**src/rtl/forward_scoreboard.sv**
```systemverilog
// Operand-forwarding scoreboard: tracks in-flight register writes behind ID,
// picks the youngest producer per source operand and raises a load-use stall.
module forward_scoreboard #(
  parameter int ADDR_W = 5,
  parameter int NSTAGE = 3,
  parameter int SEL_W  = 2,
  parameter int CNT_W  = 16
) (
  input  logic              clk,
  input  logic              rst_n,
  input  logic              hold,
  input  logic              flush,
  input  logic              id_valid,
  input  logic [ADDR_W-1:0] id_rs,
  input  logic [ADDR_W-1:0] id_rt,
  input  logic              id_use_rs,
  input  logic              id_use_rt,
  input  logic              id_wr,
  input  logic [ADDR_W-1:0] id_wa,
  input  logic [2:0]        id_lat,
  output logic              stall,
  output logic [SEL_W-1:0]  fwd_a,
  output logic [SEL_W-1:0]  fwd_b,
  output logic [CNT_W-1:0]  stall_cnt
);

  logic [NSTAGE-1:0] vld_q, vld_d;
  logic [ADDR_W-1:0] wa_q  [NSTAGE];
  logic [2:0]        lat_q [NSTAGE];
  logic [SEL_W-1:0]  fwd_a_q, fwd_a_d, fwd_b_q, fwd_b_d;
  logic [CNT_W-1:0]  cnt_q, cnt_d;

  logic [SEL_W-1:0]  sel_a, sel_b;
  logic              haz_a, haz_b;
  logic              issue, fwd_ok;

  function automatic logic [CNT_W-1:0] sat_inc(input logic [CNT_W-1:0] v);
    return (&v) ? v : v + 1'b1;
  endfunction

  // Walk oldest to youngest so the youngest match overrides older ones.
  always_comb begin
    sel_a = '0;
    haz_a = 1'b0;
    sel_b = '0;
    haz_b = 1'b0;
    for (int k = NSTAGE - 1; k >= 0; k--) begin
      if (id_use_rs && (id_rs != '0) && vld_q[k] && (wa_q[k] == id_rs)) begin
        haz_a = (lat_q[k] > 3'(k));
        sel_a = haz_a ? '0 : SEL_W'(k + 1);
      end
      if (id_use_rt && (id_rt != '0) && vld_q[k] && (wa_q[k] == id_rt)) begin
        haz_b = (lat_q[k] > 3'(k));
        sel_b = haz_b ? '0 : SEL_W'(k + 1);
      end
    end
  end

  assign stall  = id_valid & ~flush & (haz_a | haz_b);
  assign fwd_ok = id_valid & ~flush & ~stall;
  assign issue  = fwd_ok & id_wr & (id_wa != '0);

  always_comb begin
    vld_d   = {vld_q[NSTAGE-2:0], issue};
    fwd_a_d = fwd_ok ? sel_a : '0;
    fwd_b_d = fwd_ok ? sel_b : '0;
    cnt_d   = stall ? sat_inc(cnt_q) : cnt_q;
  end

  always_ff @(posedge clk or negedge rst_n) begin
    if (!rst_n) begin
      vld_q   <= '0;
      fwd_a_q <= '0;
      fwd_b_q <= '0;
      cnt_q   <= '0;
    end else if (!hold) begin
      vld_q   <= vld_d;
      fwd_a_q <= fwd_a_d;
      fwd_b_q <= fwd_b_d;
      cnt_q   <= cnt_d;
    end
  end

  // Address/latency fields are qualified by vld_q, so they carry no reset.
  always_ff @(posedge clk) begin
    if (!hold) begin
      wa_q[0]  <= id_wa;
      lat_q[0] <= id_lat;
      for (int k = 1; k < NSTAGE; k++) begin
        wa_q[k]  <= wa_q[k-1];
        lat_q[k] <= lat_q[k-1];
      end
    end
  end

  assign fwd_a     = fwd_a_q;
  assign fwd_b     = fwd_b_q;
  assign stall_cnt = cnt_q;

endmodule

```
**config.mk**
```make
export PLATFORM = sky130hd
export DESIGN_NAME = forward_scoreboard
export DESIGN_NICKNAME = d
export VERILOG_FILES = /design/src/rtl/forward_scoreboard.sv
export SDC_FILE = /design/constraint.sdc
export NUM_CORES = 1
export LEC_CHECK = 0
export BUFFER_PORTS_ARGS = -buffer_cell sky130_fd_sc_hd__buf_2
export CORE_AREA = 4 4 84 70
export DETAILED_ROUTE_END_ITERATION = 12
export DIE_AREA = 0 0 88 74
export GPL_ROUTABILITY_DRIVEN = 0
export PLACE_DENSITY_LB_ADDON = 0.2
export SLEW_MARGIN = 20
export SYNTH_ARGS = -nofsm -noshare
export SYNTH_HDL_FRONTEND = slang
export SYNTH_SLANG_ARGS = --single-unit
export TNS_END_PERCENT = 20
```
**constraint.sdc**
```tcl
create_clock -name clk -period 2.5 [get_ports clk]
set_input_delay 0.25 -clock clk [delete_from_list [all_inputs] [get_ports clk]]
set_output_delay 0.25 -clock clk [all_outputs]
set_load 0.1 [all_outputs]
```
==> summary.md, run 1 <==
| Metric | Value |
|---|---|
| Run status | complete, but fails checks |
| Violations in the final reports | negative setup slack |
| Mean routed wirelength per cell | roughly 16 µm |
| Multiplexer share of the synthesized area | 0.0140 |
| First-pass GRT wire length | 9520 µm |
| Max Cap Violations | 0 |
| Transition time of the tightest slew-check pin | 0.548 ns |
| Number of synthesized register bits | 47 |
| Xor and xnor area share after synthesis | 0.160 |
| Die boundary height | 74 µm |
| Critical Path Source Type | flip-flop |
| Simple-gate area share of the yosys netlist | 0.205 |
| Ant. Diodes | 0 |
| Number of clock sinks | 47 |
| Number of instances in the synthesized netlist | 205 |
| Number of unique standard cell types used by synthesis | 39 |
| Remaining Overflow, GRT | 0 |
| Floorplan die area | 6510 µm² |
| Arr. time, crit path | 2.53 ns |
| Total power per unit cell area | between 400 and 500 nW/µm² |
| Number of search-and-repair iterations in the first detailed-routing pass | 4 |
| Clock Path Buffers | 2 |
| Finished Cell Area | 3300 µm² |
| Maximum number of pins on one net before global-route repair | 27 |
| Adder and majority cell fraction of the synthesized area | 0.00519 |
| Max Clock Freq | 360 MHz |
| Antenna violations before repair | 0 |
| PortBufs | 46 |
| Number of nets in the synthesized netlist | 232 |
| Total negative slack for setup checks | -1.38 ns |
| Total routed wirelength | 5780 µm |
| Clock edge transition at the registers on the reported setup and hold paths | 0.09 ns |
| Routed via count | 1898 |
| Average cell area after synthesis | 11.8 µm² |
| Complex-gate fraction of the synthesized area | 0.0675 |
| Share of the yosys chip area belonging to registers | 0.538 |
| Cell leakage power | 1.42 nW |
| CTS Buf Count | 5 |
| Minimum clock period | 2.78 ns |
| Yosys warning count | 0 |
| Library cell used as clock root buffer | sky130_fd_sc_hd__clkbuf_8 |
| Ratio of routed vias to standard cells | 5.26 |
| Number of I/O pins | 47 |
| TritonCTS clock tree | done |
| Final hold viol count | 0 |
| Worst vdd rail ir drop | 0.349 mV |
| Required time worst endpoint | 2.25 ns |
| Width of the die | 88 µm |
| Commonest non-fill, non-tap cell in the layout | sky130_fd_sc_hd__buf_2 |
| Biggest fanout along the worst timing path | 4 |
| Via count of the first global-routing pass | 1898 |
| Number of remaining DRC errors | 0 |
| Share of layout cells above drive strength 1 | 0.462 |
| Area of the core | roughly 5000 µm² |
| Cell area after synthesis | approximately 2400 µm² |
| Initial cell density of the core | 0.484 |
| Standard-cell rows | 23 |
| Setup repair after global routing missed its margin | true |
| Worst Setup End Kind | primary output |
| Share of the clock period used by the worst path after layout | 1.11 |
| Placed Cells | 343 |
| Combinational family with the most area after synthesis | simple AND/OR/NAND/NOR gates |
| Layout-stage area growth over the synthesis result | 36.9% |
| Instance area at placement | ~3000 µm² |
| Global Route Usage Sum | 0.194 |
| Final std cells w/o fill | about 360 |
| Layout net count | 325 |
| Number of DRC markers in iteration 0 | roughly 150 |
| Half-perimeter wire length after placement | 4190 µm |
| ANT nets after route | 0 |
| Post-Route Skew | 0.00975 ns |
| Kind of critical path | flip-flop to primary output |
| Max-Slew Margin vs Limit | 0.634 |
| Total setup violations reported at the end of the flow | 16 |
| Leading cell types in the layout, fill and taps excluded | 45 x sky130_fd_sc_hd__buf_2, 39 x sky130_fd_sc_hd__buf_4, 24 x sky130_fd_sc_hd__xor2_1, 24 x sky130_fd_sc_hd__edfxtp_1, 22 x sky130_fd_sc_hd__nand2_1 |
| H-tree depth | 2 |
| Worst skew pair latency | 0.31 ns |
| Post-layout worst setup margin | -0.281 ns |
| Class of the tightest hold or removal check | input pin to flip-flop |
| Max-slew violation total from the final report | 0 |
-- logic make-up (layout without fill, tap and decap cells) --
logic type / count (synthesis) / after routing
xor gates and xnor gates: 44 / 44
adders and majority gates: 1 / 1
and+or+nand+nor: 83 / 83
DFF: 47 / 47
muxes: 3 / 3
AOI/OAI and AO/OA: 22 / 22
buffers and inverters: 5 / 99
-- per-layer routing --
metal,vias to the layer above,share of wire,global-route usage
li1,938,-,-
met3,8,0.041,0.0332
met2,50,0.44,0.283
met4,0,0.014,0.0596
met1,902,0.51,0.295
met5,-,0,0
-- registers in the layout (all words and copies together), names as in the netlist --
| name | count |
|---|---|
| fwd_b | 2 |
| wa_q | 15 |
| lat_q | 9 |
| vld_q | 3 |
| fwd_a | 2 |
| stall_cnt | 16 |
-- final cells by class --
cell class	instances	area, µm²
Multi-Input combinational cell	153	1230
Timing Repair Buffer	89	582
Sequential cell	47	1310
Clock inverter	2	16.3
Fill cell	390	1680
Clock buffer	6	72.6
Inverter	2	7.51
Tap cell	62	77.6
-- worst max-delay path, stage by stage, from the launching register on --
cell and delay (ns):
sky130_fd_sc_hd__edfxtp_1 0.46, sky130_fd_sc_hd__buf_4 0.17, sky130_fd_sc_hd__xnor2_1 0.14, sky130_fd_sc_hd__nand4_1 0.16
sky130_fd_sc_hd__or3_4 0.43, sky130_fd_sc_hd__nor4_2 0.18, sky130_fd_sc_hd__buf_4 0.19, sky130_fd_sc_hd__a21oi_2 0.04
sky130_fd_sc_hd__a21oi_2 0.12, sky130_fd_sc_hd__buf_4 0.15, sky130_fd_sc_hd__nor2_4 0.04, sky130_fd_sc_hd__buf_12 0.16
-- worst paths after layout --
check | from | to | slack, ns | depth (start not counted)
worst min-delay path | id_lat[2] | lat_q[0][2] | 0.11 | 1
min in group asynchronous | rst_n | fwd_b[1] | 0.45 | 2
worst max register to register | wa_q[0][10] | stall_cnt[1] | -0.16 | 8
max in group asynchronous | rst_n | stall_cnt[0] | 1.64 | 2
worst min register to register | lat_q[0][3] | lat_q[0][6] | 0.44 | 0
worst max-delay path | wa_q[0][2] | stall | -0.28 | 11
-- through the flow --
stage	power, W	util	setup slack (ns)	hold slack, ns
2_1_floorplan	0.000986	-	0.0148	-0.0456
3_3_place_gp	0.00108	0.603	-0.225	0.256
3_5_place_dp	0.00108	0.603	-0.233	0.264
4_1_cts	0.00156	0.642	-0.218	0.100
5_1_grt	0.00162	0.662	-0.389	0.0955
6_report	0.00155	0.662	-0.281	0.109
-- cell usage after synthesis (all sizes together) --
master   instances  area share
xnor2           20       0.073
clkbuf           2      0.0031
buf              1      0.0047
a211o            1      0.0036
nand2b           1      0.0026
nand4            6       0.016
nor2b            1      0.0026
nand4b           2      0.0073
nor3             9       0.032
nor3b            2      0.0083
a31oi            2      0.0052
nand3            9       0.019
nor2             8       0.014
or4              4       0.012
o21ai            9       0.022
o211ai           1      0.0031
dfrtp           23        0.24
o31ai            3      0.0093
ha               1      0.0052
or3              9       0.023
o311ai           1      0.0036
a2111oi          1       0.011
inv              2      0.0031
edfxtp          24        0.30
a211oi           1      0.0031
nand2           22       0.034
or2              1      0.0026
mux2             3       0.014
a21oi            3      0.0062
xor2            24       0.087
and4             2      0.0073
nor4             5       0.019
and3             2      0.0052
-- where the power goes --
| group | total (W) | leakage [nW] | internal (W) | switching, W |
|---|---|---|---|---|
| clock network | 0.000466 | 0.0418 | 0.000201 | 0.000265 |
| logic | 0.000199 | 0.835 | 0.0000898 | 0.000109 |
| registers | 0.000890 | 0.541 | 0.000855 | 0.0000346 |
| total | 0.00155 | 1.42 | 0.00115 | 0.000409 |
-- what timing repair did --
| item | CTS | global route |
|---|---|---|
| gates resized for setup | 11 | 17 |
| pin swaps | 5 | 13 |
| endpoints found under the hold margin | 23 | 0 |
| hold buffers | 1 | 0 |
| endpoints found under the setup margin | 18 | 20 |
| gates cloned | 0 | 0 |
| setup buffers | 5 | 4 |
Power figures use the tool's default switching activity.
==> run 2, diff against run 1 <==
Settings changed: CTS_BUF_LIST set to sky130_fd_sc_hd__clkbuf_4 sky130_fd_sc_hd__clkbuf_8 sky130_fd_sc_hd__clkbuf_16, REMOVE_ABC_BUFFERS set to 1.
==> run 2 against run 1 <==
The run still ends with negative setup slack left. Via count is 1.5% higher. Sequential cell count stayed put. Clock power is 21% higher. Sequential share of layout area is 0.72 points lower. Total power is 5.9% higher.
==> summary.md, run 2 (synthesized netlist as in run 1, its figures left out) <==
| Metric | Value |
|---|---|
| Run status | complete, but fails checks |
| Violations in the final reports | negative setup slack |
| Final total power | 0.00165 W (+5.9%) |
| Ant. Diodes | 0 (unchanged) |
| Footprint of the multi-input gates | 1240 µm² (+0.61%) |
| Remaining Overflow, GRT | 0 (unchanged) |
| Worst vdd rail ir drop | 0.361 mV (+3.4%) |
| H-tree depth | 2 (unchanged) |
| Cell leakage power | 1.47 nW (+3.6%) |
| Worst skew pair latency | 0.30 ns (about the same) |
| Total routed wirelength | 5790 µm (+0.17%) |
| TritonCTS clock tree | done |
| Clock group share of total power | 0.341 (+0.041) |
| Max reg flops | 16 (unchanged) |
| Number of search-and-repair iterations in the first detailed-routing pass | 4 (unchanged) |
| Number of DRC markers in iteration 0 | 103 (-33%) |
| Post-layout worst setup margin | -0.124 ns (+0.158 ns) |
| Floorplan die area | 6510 µm² (unchanged) |
| Final hold viol count | 0 (unchanged) |
| Share of layout cells above drive strength 1 | 0.426 (-0.0354) |
| Antenna violations before repair | 0 (unchanged) |
| Worst Hold Margin | 0.119 ns (+0.0103 ns) |
| Required time worst endpoint | 2.25 ns (about the same) |
| Ratio of routed vias to standard cells | 5.35 (+1.8%) |
| Placed Cells | 338 (-1.5%) |
| Leading cell types in the layout, fill and taps excluded | 45 x sky130_fd_sc_hd__buf_2, 38 x sky130_fd_sc_hd__buf_4, 24 x sky130_fd_sc_hd__xor2_1, 24 x sky130_fd_sc_hd__edfxtp_1, 23 x sky130_fd_sc_hd__dfrtp_1 |
| Clock Path Buffers | 2 (unchanged) |
| Die boundary height | 74 µm (unchanged) |
| Switching share of power | 0.240 (-0.0229) |
| Half-perimeter wire length after placement | 3990 µm (-4.8%) |
| Via count of the first global-routing pass | 1936 (+2.0%) |
| First-pass GRT wire length | 9340 µm (-1.8%) |
| Proportion of power drawn by combinational gates | 0.120 (-0.008) |
| Max Cap Violations | 0 (unchanged) |
| Clock edge transition at the registers on the reported setup and hold paths | 0.09 ns (about the same) |
| Number of remaining DRC errors | 0 (unchanged) |
| Library cell used as clock root buffer | sky130_fd_sc_hd__clkbuf_8 |
| Share of the clock period used by the worst path after layout | 1.05 (-0.0630) |
| Number of I/O pins | 47 (unchanged) |
| Initial cell density of the core | 0.484 (unchanged) |
| Max Clock Freq | 381 MHz (+6.0%) |
| Number of clock sinks | 47 (unchanged) |
| Switching Power | 0.000395 W (-3.3%) |
| Setup repair after global routing missed its margin | true |
| Critical Path Source Type | flip-flop |
| Layout-stage area growth over the synthesis result | 37.8% |
| Max-Slew Margin vs Limit | 0.640 (+0.00545) |
| Util after Layout | 0.667 (+0.00452) |
| Standard-cell rows | 23 (unchanged) |
| Arr. time, crit path | 2.37 ns (-0.16 ns) |
| Int Power | 0.00125 W (+9.2%) |
| Width of the die | 88 µm (unchanged) |
| Class of the tightest hold or removal check | input pin to flip-flop |
| Maximum number of pins on one net before global-route repair | 27 (unchanged) |
| Max-slew violation total from the final report | 0 (unchanged) |
| Routed via count | 1927 (+1.5%) |
| Worst Setup End Kind | primary output |
| Share of total power in sequential cells | 0.539 (-0.033) |
| Final std cells w/o fill | 360 (-0.28%) |
| Storage cell area | 1300 µm² (-1.1%) |
| FF-to-FF path depth | 9 (+1) |
| Total power per unit cell area | 496 nW/µm² (+5.2%) |
| Minimum clock period | 2.62 ns (-0.158 ns) |
| Biggest fanout along the worst timing path | 3 (-1) |
| Mean routed wirelength per cell | 16.1 µm (+0.45%) |
| Post-Route Skew | 0.0102 ns (+0.000430 ns) |
| Commonest non-fill, non-tap cell in the layout | sky130_fd_sc_hd__buf_2 |
| Area of the core | 4980 µm² (unchanged) |
| Layout net count | 324 (-0.31%) |
| ANT nets after route | 0 (unchanged) |
| PortBufs | 46 (unchanged) |
| Total setup violations reported at the end of the flow | 10 (-6) |
| Hold-critical path depth | 1 (unchanged) |
| Worst setup timing slack at the placement stage | -0.185 ns (+0.0480 ns) |
| Kind of critical path | flip-flop to primary output |
| Number of fillers in the final layout | 378 (-3.1%) |
| CTS Buf Count | 5 (unchanged) |
| Global Route Usage Sum | 0.187 (-0.00629) |
| Transition time of the tightest slew-check pin | 0.540 ns (-0.00817 ns) |
-- run 2: area by class of cell --
class	count	share of cell area
clock buffers	6	0.0230
clock inverters	2	0.0113
inverters	2	0.00226
multi-input cells	153	0.373
flip-flops and latches	47	0.390
well taps	62	0.0234
repair buffers	88	0.177
-- run 2: routing by layer --
metal,vias up,track usage,routed length [µm]
met4,0,0.0579,89
met1,927,0.277,2720
met2,57,0.279,2670
met3,13,0.0377,306
met5,-,0,0
li1,930,-,-
-- run 2: worst paths after layout --
| check | slack, ns | endpoint | start |
|---|---|---|---|
| min in group asynchronous | 0.46 | fwd_b[0] | rst_n |
| max reg2reg | -0.07 | stall_cnt[1] | wa_q[0][14] |
| min reg2reg | 0.44 | lat_q[0][6] | lat_q[0][3] |
| min | 0.12 | lat_q[0][2] | id_lat[2] |
| max | -0.12 | stall | wa_q[0][2] |
| max in group asynchronous | 1.66 | vld_q[2] | rst_n |
-- run 2: metrics by stage --
step	setup TNS, ns	cell area, µm²
finish	-0.356	3320
global route	-3.12	3320
CTS	-0.204	3220
detailed placement	-1.61	2940
global placement	-1.30	2940
floorplan	-11.25	2390
-- run 2: repair_timing --
item                                   CTS  global route
pin swaps                               17            10
resized for setup                       18            14
setup endpoints to repair               17            20
endpoints found under the hold margin   23             0
setup buffers                           10             3
hold buffers                             1             0
-- run 2: worst max-delay path, stage by stage, from the launching register on --
cell,delay [ns]
sky130_fd_sc_hd__edfxtp_1,0.45
sky130_fd_sc_hd__xor2_1,0.17
sky130_fd_sc_hd__nor4_1,0.32
sky130_fd_sc_hd__nand4b_1,0.18
sky130_fd_sc_hd__or4_4,0.45
sky130_fd_sc_hd__buf_6,0.14
sky130_fd_sc_hd__a21oi_4,0.15
sky130_fd_sc_hd__nor2_4,0.05
sky130_fd_sc_hd__buf_12,0.17
-- run 2: power by group through the flow --
stage	logic (W)	clock network [W]	registers, W
finish	0.000197	0.000562	0.000887
global route	0.000215	0.000611	0.000891
detailed placement	0.000178	0	0.000900
floorplan	0.0000714	0	0.000906
global placement	0.000177	0	0.000899
CTS	0.000186	0.000575	0.000884
